`config.mk`:
```
export PLATFORM = sky130hd
export DESIGN_NAME = tick_arbiter
export DESIGN_NICKNAME = d
export VERILOG_FILES = /design/src/rtl/tick_arbiter.sv
export SDC_FILE = /design/constraint.sdc
export NUM_CORES = 1
export LEC_CHECK = 0
export CAP_MARGIN = 20
export CORE_MARGIN = 1
export CORE_UTILIZATION = 45
export DETAILED_ROUTE_END_ITERATION = 10
export PLACE_DENSITY = 0.65
export SLEW_MARGIN = 40
export SYNTH_ARGS = -nofsm -noshare
export SYNTH_HDL_FRONTEND = slang
export SYNTH_SLANG_ARGS = --single-unit
```
`constraint.sdc`:
```
create_clock -name clk -period 0.8 [get_ports clk]
set_clock_uncertainty 0.05 [all_clocks]
set_input_delay 0.24 -clock clk [delete_from_list [all_inputs] [get_ports clk]]
set_output_delay 0.24 -clock clk [all_outputs]
set_load 0.02 [all_outputs]
```
`src/rtl/tick_arbiter.sv`:
```
// ---------------------------------------------------------------------------
// tick_arbiter
//
// Divides time into windows of P cycles and hands each window to one of NREQ
// requesters. The owner is chosen round-robin at the window boundary and keeps
// the grant for the whole window. The period input is sampled only at a
// boundary, so it always takes effect from the next window.
//
// Parameters
//   NREQ        number of requesters
//   CNT_W       width of the period counter and of the period input
//   DEF_PERIOD  window length used after reset
//
// Ports
//   clk     rising-edge clock
//   rst_n   asynchronous active-low reset (release is synchronised inside)
//   en      advances the period counter; when low everything freezes
//   period  requested window length; 0 and 1 are treated as 2
//   req     per-requester level request
//   grant   one-hot (or zero) owner of the current window, registered
//   tick    one-cycle pulse on each window boundary, registered
//   busy    high while grant is nonzero, registered
//
// Build option
//   TICK_ARB_PRIO0_EN  when defined, req[0] wins every boundary where it is
//                      asserted; the others share round-robin among
//                      themselves, and a req[0] grant does not move the
//                      round-robin pointer.
// ---------------------------------------------------------------------------
module tick_arbiter #(
    parameter int NREQ       = 4,
    parameter int CNT_W      = 4,
    parameter int DEF_PERIOD = 12
) (
    input  logic             clk,
    input  logic             rst_n,
    input  logic             en,
    input  logic [CNT_W-1:0] period,
    input  logic [NREQ-1:0]  req,
    output logic [NREQ-1:0]  grant,
    output logic             tick,
    output logic             busy
);

    localparam int                LAST_W     = (NREQ > 1) ? $clog2(NREQ) : 1;
    localparam logic [CNT_W-1:0]  MIN_PERIOD = CNT_W'(2);
    localparam logic [CNT_W-1:0]  DEF_P      = CNT_W'(DEF_PERIOD);
    localparam logic [LAST_W-1:0] LAST_RST   = LAST_W'(NREQ - 1);

    // ------------------------------------------------------------------
    // Reset synchroniser
    // ------------------------------------------------------------------
    // NOTE: assertion stays asynchronous, but release passes through two
    // flops so every state flop leaves reset on the same clean clock edge.
    logic [1:0] rst_sync_q;
    logic       rst_sync_n;

    always_ff @(posedge clk or negedge rst_n) begin
        if (!rst_n) begin
            rst_sync_q <= '0;
        end else begin
            rst_sync_q <= {rst_sync_q[0], 1'b1};
        end
    end

    assign rst_sync_n = rst_sync_q[1];

    // ------------------------------------------------------------------
    // State
    // ------------------------------------------------------------------
    logic [CNT_W-1:0]  cnt_q;
    logic [CNT_W-1:0]  p_q;
    logic [CNT_W-1:0]  p_clamped;
    logic [LAST_W-1:0] last_q;
    logic [LAST_W-1:0] last_d;
    logic [NREQ-1:0]   grant_q;
    logic [NREQ-1:0]   grant_d;
    logic [NREQ-1:0]   rr_req;
    logic              tick_q;
    logic              busy_q;
    logic              wrap;

    // Window boundary: the last enabled cycle of the current window.
    assign wrap      = en && (cnt_q == (p_q - CNT_W'(1)));
    assign p_clamped = (period < MIN_PERIOD) ? MIN_PERIOD : period;

    // ------------------------------------------------------------------
    // Next-owner selection
    // ------------------------------------------------------------------
    // The search starts one past the previous owner, so a requester that
    // just held a window is considered last and only wins again when
    // nobody else is asking.
    always_comb begin
        int                idx;
        logic [LAST_W-1:0] idx_l;
        logic              found;

        // NOTE: every variable gets a default before any branch so no
        // path leaves it unassigned; that is what keeps this block from
        // inferring latches.
        grant_d = '0;
        last_d  = last_q;
        rr_req  = req;
        found   = 1'b0;
        idx     = 0;
        idx_l   = '0;

`ifdef TICK_ARB_PRIO0_EN
        // Requester 0 is handled outside the rotation.
        rr_req[0] = 1'b0;
`endif

        for (int i = 0; i < NREQ; i++) begin
            idx = int'(last_q) + 1 + i;
            if (idx >= NREQ) begin
                idx = idx - NREQ;
            end
            idx_l = LAST_W'(idx);
            if (!found && rr_req[idx_l]) begin
                found          = 1'b1;
                grant_d        = '0;
                grant_d[idx_l] = 1'b1;
                last_d         = idx_l;
            end
        end

`ifdef TICK_ARB_PRIO0_EN
        // Priority grant overrides the rotation and leaves the pointer alone.
        if (req[0]) begin
            grant_d    = '0;
            grant_d[0] = 1'b1;
            last_d     = last_q;
        end
`endif
    end

    // ------------------------------------------------------------------
    // Counter, period, owner and pulse registers
    // ------------------------------------------------------------------
    // NOTE: non-blocking assignments here so every register samples the
    // values from before the edge, independent of statement order.
    always_ff @(posedge clk or negedge rst_sync_n) begin
        if (!rst_sync_n) begin
            cnt_q   <= '0;
            p_q     <= DEF_P;
            grant_q <= '0;
            busy_q  <= 1'b0;
            tick_q  <= 1'b0;
            last_q  <= LAST_RST;
        end else begin
            tick_q <= wrap;
            if (wrap) begin
                cnt_q   <= '0;
                p_q     <= p_clamped;
                grant_q <= grant_d;
                busy_q  <= |grant_d;
                last_q  <= last_d;
            end else if (en) begin
                cnt_q <= cnt_q + CNT_W'(1);
            end
        end
    end

    assign grant = grant_q;
    assign tick  = tick_q;
    assign busy  = busy_q;

endmodule

```
# Word level (Yosys, flattened, before mapping)

Cells that the tools add are included.

Register bits: 18
Bits of input ports: 11
Output and inout bits: 6
Word-level logic and storage cells: 80

Add/subtract/negate cells: 10
Magnitude comparators: 13
Eq/ne operators: 1
Multiplexer cells: 34
Reduce and logical (&&, ||, !) cells: 15

Operator list:

| kind                                                       | number |
|---|---|
| 2-to-1 mux 4 bit                                           | 7 |
| 2-to-1 mux 2 bit                                           | 8 |
| >= comparator 4 x 3 -> 1 bit, second input constant        | 3 |
| less-than comparator 2 x 3 -> 1 bit, second input constant | 4 |
| 2-to-1 mux 1 bit                                           | 11 |
| adder 3 x 2 -> 4 bit, second input constant                | 2 |
| binary-select mux 1 bit (select 2 bit)                     | 4 |
| demux 1 bit (select 2 bit)                                 | 4 |
| >= comparator 2 x 1 -> 1 bit, second input constant        | 4 |
| logical AND 1 bit                                          | 8 |
| subtractor 2 x 1 -> 2 bit, second input constant           | 4 |
| adder 3 x 1 -> 4 bit, second input constant                | 1 |
| adder 4 x 1 -> 4 bit, second input constant                | 1 |
| equality test 4 bit                                        | 1 |
| less-than comparator 4 x 2 -> 1 bit, second input constant | 1 |
| nonzero test 4 bit                                         | 1 |
| OR reduction 4 bit                                         | 1 |
| subtractor 4 x 1 -> 4 bit, second input constant           | 1 |
| adder 2 x 1 -> 3 bit, second input constant                | 1 |
| >= comparator 3 bit, second input constant                 | 1 |
| logical NOT 1 bit                                          | 3 |
| AND reduction 2 bit                                        | 1 |
| nonzero test 2 bit                                         | 1 |

# Logic depth before layout (Yosys ltp)

Depth after elaboration: 16
Mapped depth: 10
Depth with buffers taken out: 8

# Worst setup path before layout

Ideal clock, no wire load.

Path type: register to register
Start: register last_q[0]
End: register busy_q (netlist: busy)
Setup time: 0.126 ns
Arrival time: 2.630 ns
Data required time: 0.624 ns
Slack: -2.006 ns
Cell stages (with the launch flop): 11
Buffers on the path: 2
Period minus slack after synthesis: 2.806 ns
Cell sequence: dfstp_2 buf_6 buf_8 inv_1 ha_1 mux4_2 a21oi_2 o21ai_1 a21oi_2 o21ai_1 o32a_1

Longest elaborated chain between the ends: 16
Elaborated cells on any way between the ends: 58
Classes of those cells: 8 x add/sub; 12 x order compare; 27 x mux; 11 x reduce/logical

Ends and longest elaborated chain:

| item                                                                          | RTL line | source |
|---|---|---|
| start, declared                                                               | 74       | `logic [LAST_W-1:0] last_q;` |
| start signal, assigned                                                        | 157      | `last_q <= last_d;` |
| adder 2 x 1 -> 3 bit (*)                                                      | 114      | `idx = int'(last_q) + 1 + i;` |
| parallel branches: the longest is 13 deep, another holds adder 3 x 1 -> 4 bit | --       |  |
| 2-to-1 mux 4 bit (*)                                                          | 119      | `if (!found && rr_req[idx_l]) begin` |
| OR reduction 4 bit (*)                                                        | 156      | `busy_q <= \|grant_d;` |
| end signal, assigned                                                          | 156      |  |
| end, declared                                                                 | 80       | `logic busy_q;` |

Mark *: on every way between the ends. The select of a mux whose other input is x is not followed.
A chain may end at the register's enable or synchronous reset.

# Worst setup path in the final report

Ends and elaborated chain as after synthesis.

==> metrics <==
Setup WS post-layout -1.62 ns; Sw Pwr 4.76 mW; Seq pwr share 15.8%; post-synthesis cell type count 50; slowest stage delay, CP 0.61 ns; Syn-to-layout area delta 63.8%; antenna fix cells 0; Placeable Area 3080 um^2; simple-gate share of the synthesized area approximately 11%; Synth Warn # 0; Comb pwr share 79.1%; number of CTS-inserted buffers 3; WL/cell 16.3 um; crit end category register; hold buffers post-CTS 0; Final Wtd Congestion 0.888; peak supply drop roughly 2.5 mV; RSZ-0062 raised after global routing true; CTS Buffer Depth 2; Mapped Area 1480 um^2; first-pass GRT wire length 6780 um; Sw Share 42.0%; Reg clk slew, reported paths about 0.11 ns; Post-synth top cells 14 x dfrtp_1, 11 x inv_1, 10 x ha_1; final setup fails 22; initial antenna violation count 0; Avg Cell Area, Syn 10.3 um^2; setup TNS -21.83 ns; Slew Limit Fails 0; Tmin final 2.42 ns; top-count cell post-synth dfrtp_1; Detailed Route WL 4380 um; Cell Int Power 6.56 mW; nets@finish 246; Vias/cell 5.40; via count 1448; leading area contributor after synthesis dfrtp_1; Max Cap Viol 0; final core utilization approximately four fifths; HP Class in -> async; critical path fanouts, max 6; full die area between 3000 and 4000 um^2; Period Utilization, post-route 303%; Crit path required time 0.94 ns; crit path kind reg -> reg; XOR/XNOR share of the synthesized area approximately 4.7%; post-synthesis compound-gate area fraction 19.7%; critical-path cell list inv_6, ha_4, mux4_2, buf_4, nand2b_1, a22oi_2, nand4_1, o32a_1; Clock power frac under 10%; Worst path top cell family by delay flip-flops; top cell type's share of synthesized area 23.7%; Post-synth EDFFs 0; filler cell count roughly 200; Seq/Total Area, Yosys 30.8%; number of port buffers 16; post-route DRC violation count 0; startpoint types register; CTS tree yes; vias in the first global route 1432; main area contributors after synthesis dfrtp_1 24%, ha_1 8.5%, dfstp_2 7.1%; largest family of logic cells by synthesized area compound AO/OA/AOI/OAI gates; Main synth FF type dfrtp_1; post-DP HPWL 3050 um; GRT overflow 0; DIE WIDTH 59.3 um; Post-Syn Instances 144; IO Pins 17; Hold Vio Cnt, Final 0; crit path buf inv count 2; CTS root buffer clkbuf_4; Initial DRC Count 55; largest net degree at the start of global routing 17; CP max stage cell dfstp_2; LEAKAGE 1.06 nW; Mapped Nets 165; Initial Utilization a little under half; outcome finished, violations left; Worst EP arrival about 2.6 ns; die height between 50 and 60 um; Synth Area in Adders approximately 8.5%; #FFs+latches synth 18; Power Dens Cells 4680 nW/um^2; Fmax 413 MHz; Core Rows 20; GR Util All Layers a little over a quarter; share of cells above drive strength 1 between 50 and 60%; mux cell area share after synthesis 18.6%; DR pass1 iterations 4; failing checks setup timing; clk_lat worst skew 0.29 ns; Synth async-reset ratio 100%; Num Clock Sinks 18; H-tree depth 1; post-route ant nets 0
per-stage QoR:
step                cells  hold WS [ns]  cell area [um^2]  total power, mW  setup slack (ns)
finish                268        0.0420              2420             11.3             -1.62
global route          268        0.0421              2420             11.9             -1.69
detailed placement    252         0.144              2140             9.19             -1.66
CTS                   266        0.0381              2340             10.6             -1.59
floorplan             144        -0.106              1560             6.55             -1.78
global placement      252         0.138              2140             9.03             -1.59
registers in the layout, indices dropped and copies added, names as in the netlist:
signal / count
busy: 1
cnt_q: 4
grant: 4
last_q: 2
p_q: 4
rst_sync_q: 2
tick: 1
layout by cell type (no fill, tap or decap), drive strengths merged, types with 2 or more instances in the layout:
master         count
dfrtp             14
nand4              2
dfstp              4
a21oi              9
xor2               3
nor3               4
ha                10
o211ai             2
a221oi             2
xnor2              5
nand4b             2
clkdlybuf4s50     10
o21ai             11
nand2b             2
inv               11
mux2               9
buf               72
clkbuf             4
nand2              9
mux2i              8
o221ai             2
mux4               2
nor2               9
metal layers:
metal	part of all wire (%)	GRT usage, %	wire length (um)	vias up
met4	1.1	7.82	48	0
met3	4.6	3.28	201	4
met2	50	41.3	2170	42
met1	45	37.1	1950	712
met5	0	0	0	-
li1	-	-	-	690
layout make-up:
cell class	instances	area, um^2	area share [%]
Clock buffer	4	36.3	1.50
Multi-Input combinational cell	109	1120	46.3
Tap cell	44	55.1	2.28
Sequential cell	18	455	18.8
Inverter	11	46.3	1.91
Timing Repair Buffer	82	706	29.2
power by group through the flow:
stage	clock network (mW)	registers, mW	logic (mW)
2_1_floorplan	0	1.92	4.63
3_3_place_gp	0	1.72	7.31
3_5_place_dp	0	1.74	7.45
4_1_cts	0.582	1.74	8.29
5_1_grt	0.609	1.83	9.49
6_report	0.570	1.79	8.95
worst reg2reg max path, stage by stage (launching register included):
cell	delay [ns]
dfstp_2	0.61
inv_6	0.05
ha_4	0.25
mux4_2	0.43
buf_4	0.14
nand2b_1	0.08
a22oi_2	0.19
nand4_1	0.16
o32a_1	0.37
logic make-up after synthesis:
kind of cell	count (synthesis)
DFF	18
AOI/OAI and AO/OA	39
muxes	19
buffers and inverters	17
xor gates and xnor gates	8
other	1
adders and majority gates	10
and+or+nand+nor	32
final timing paths:
| kind | from | to | slack [ns] | depth (start not counted) |
|---|---|---|---|---|
| min in group clk | rst_sync_q[0]$_DFF_PN0_ | rst_sync_q[1]$_DFF_PN0_ | 0.32 | 0 |
| worst max-delay path | last_q[0]$_DFFE_PN1P_ | busy$_DFFE_PN0N_ | -1.62 | 8 |
| worst max register to register | last_q[0]$_DFFE_PN1P_ | busy$_DFFE_PN0N_ | -1.62 | 8 |
| max in group asynchronous | rst_sync_q[1]$_DFF_PN0_ | last_q[1]$_DFFE_PN1P_ | 0.35 | 1 |
| worst min-delay path | rst_n | rst_sync_q[0]$_DFF_PN0_ | 0.04 | 1 |
| worst min register to register | rst_sync_q[1]$_DFF_PN0_ | grant[1]$_DFFE_PN0N_ | 0.15 | 1 |
what timing repair did:
item | CTS | global route
pin swaps | 7 | 4
gates resized for setup | 59 | 15
endpoints found under the setup margin | 22 | 22
setup buffers | 11 | 3
(Power assumes the default switching activity.)
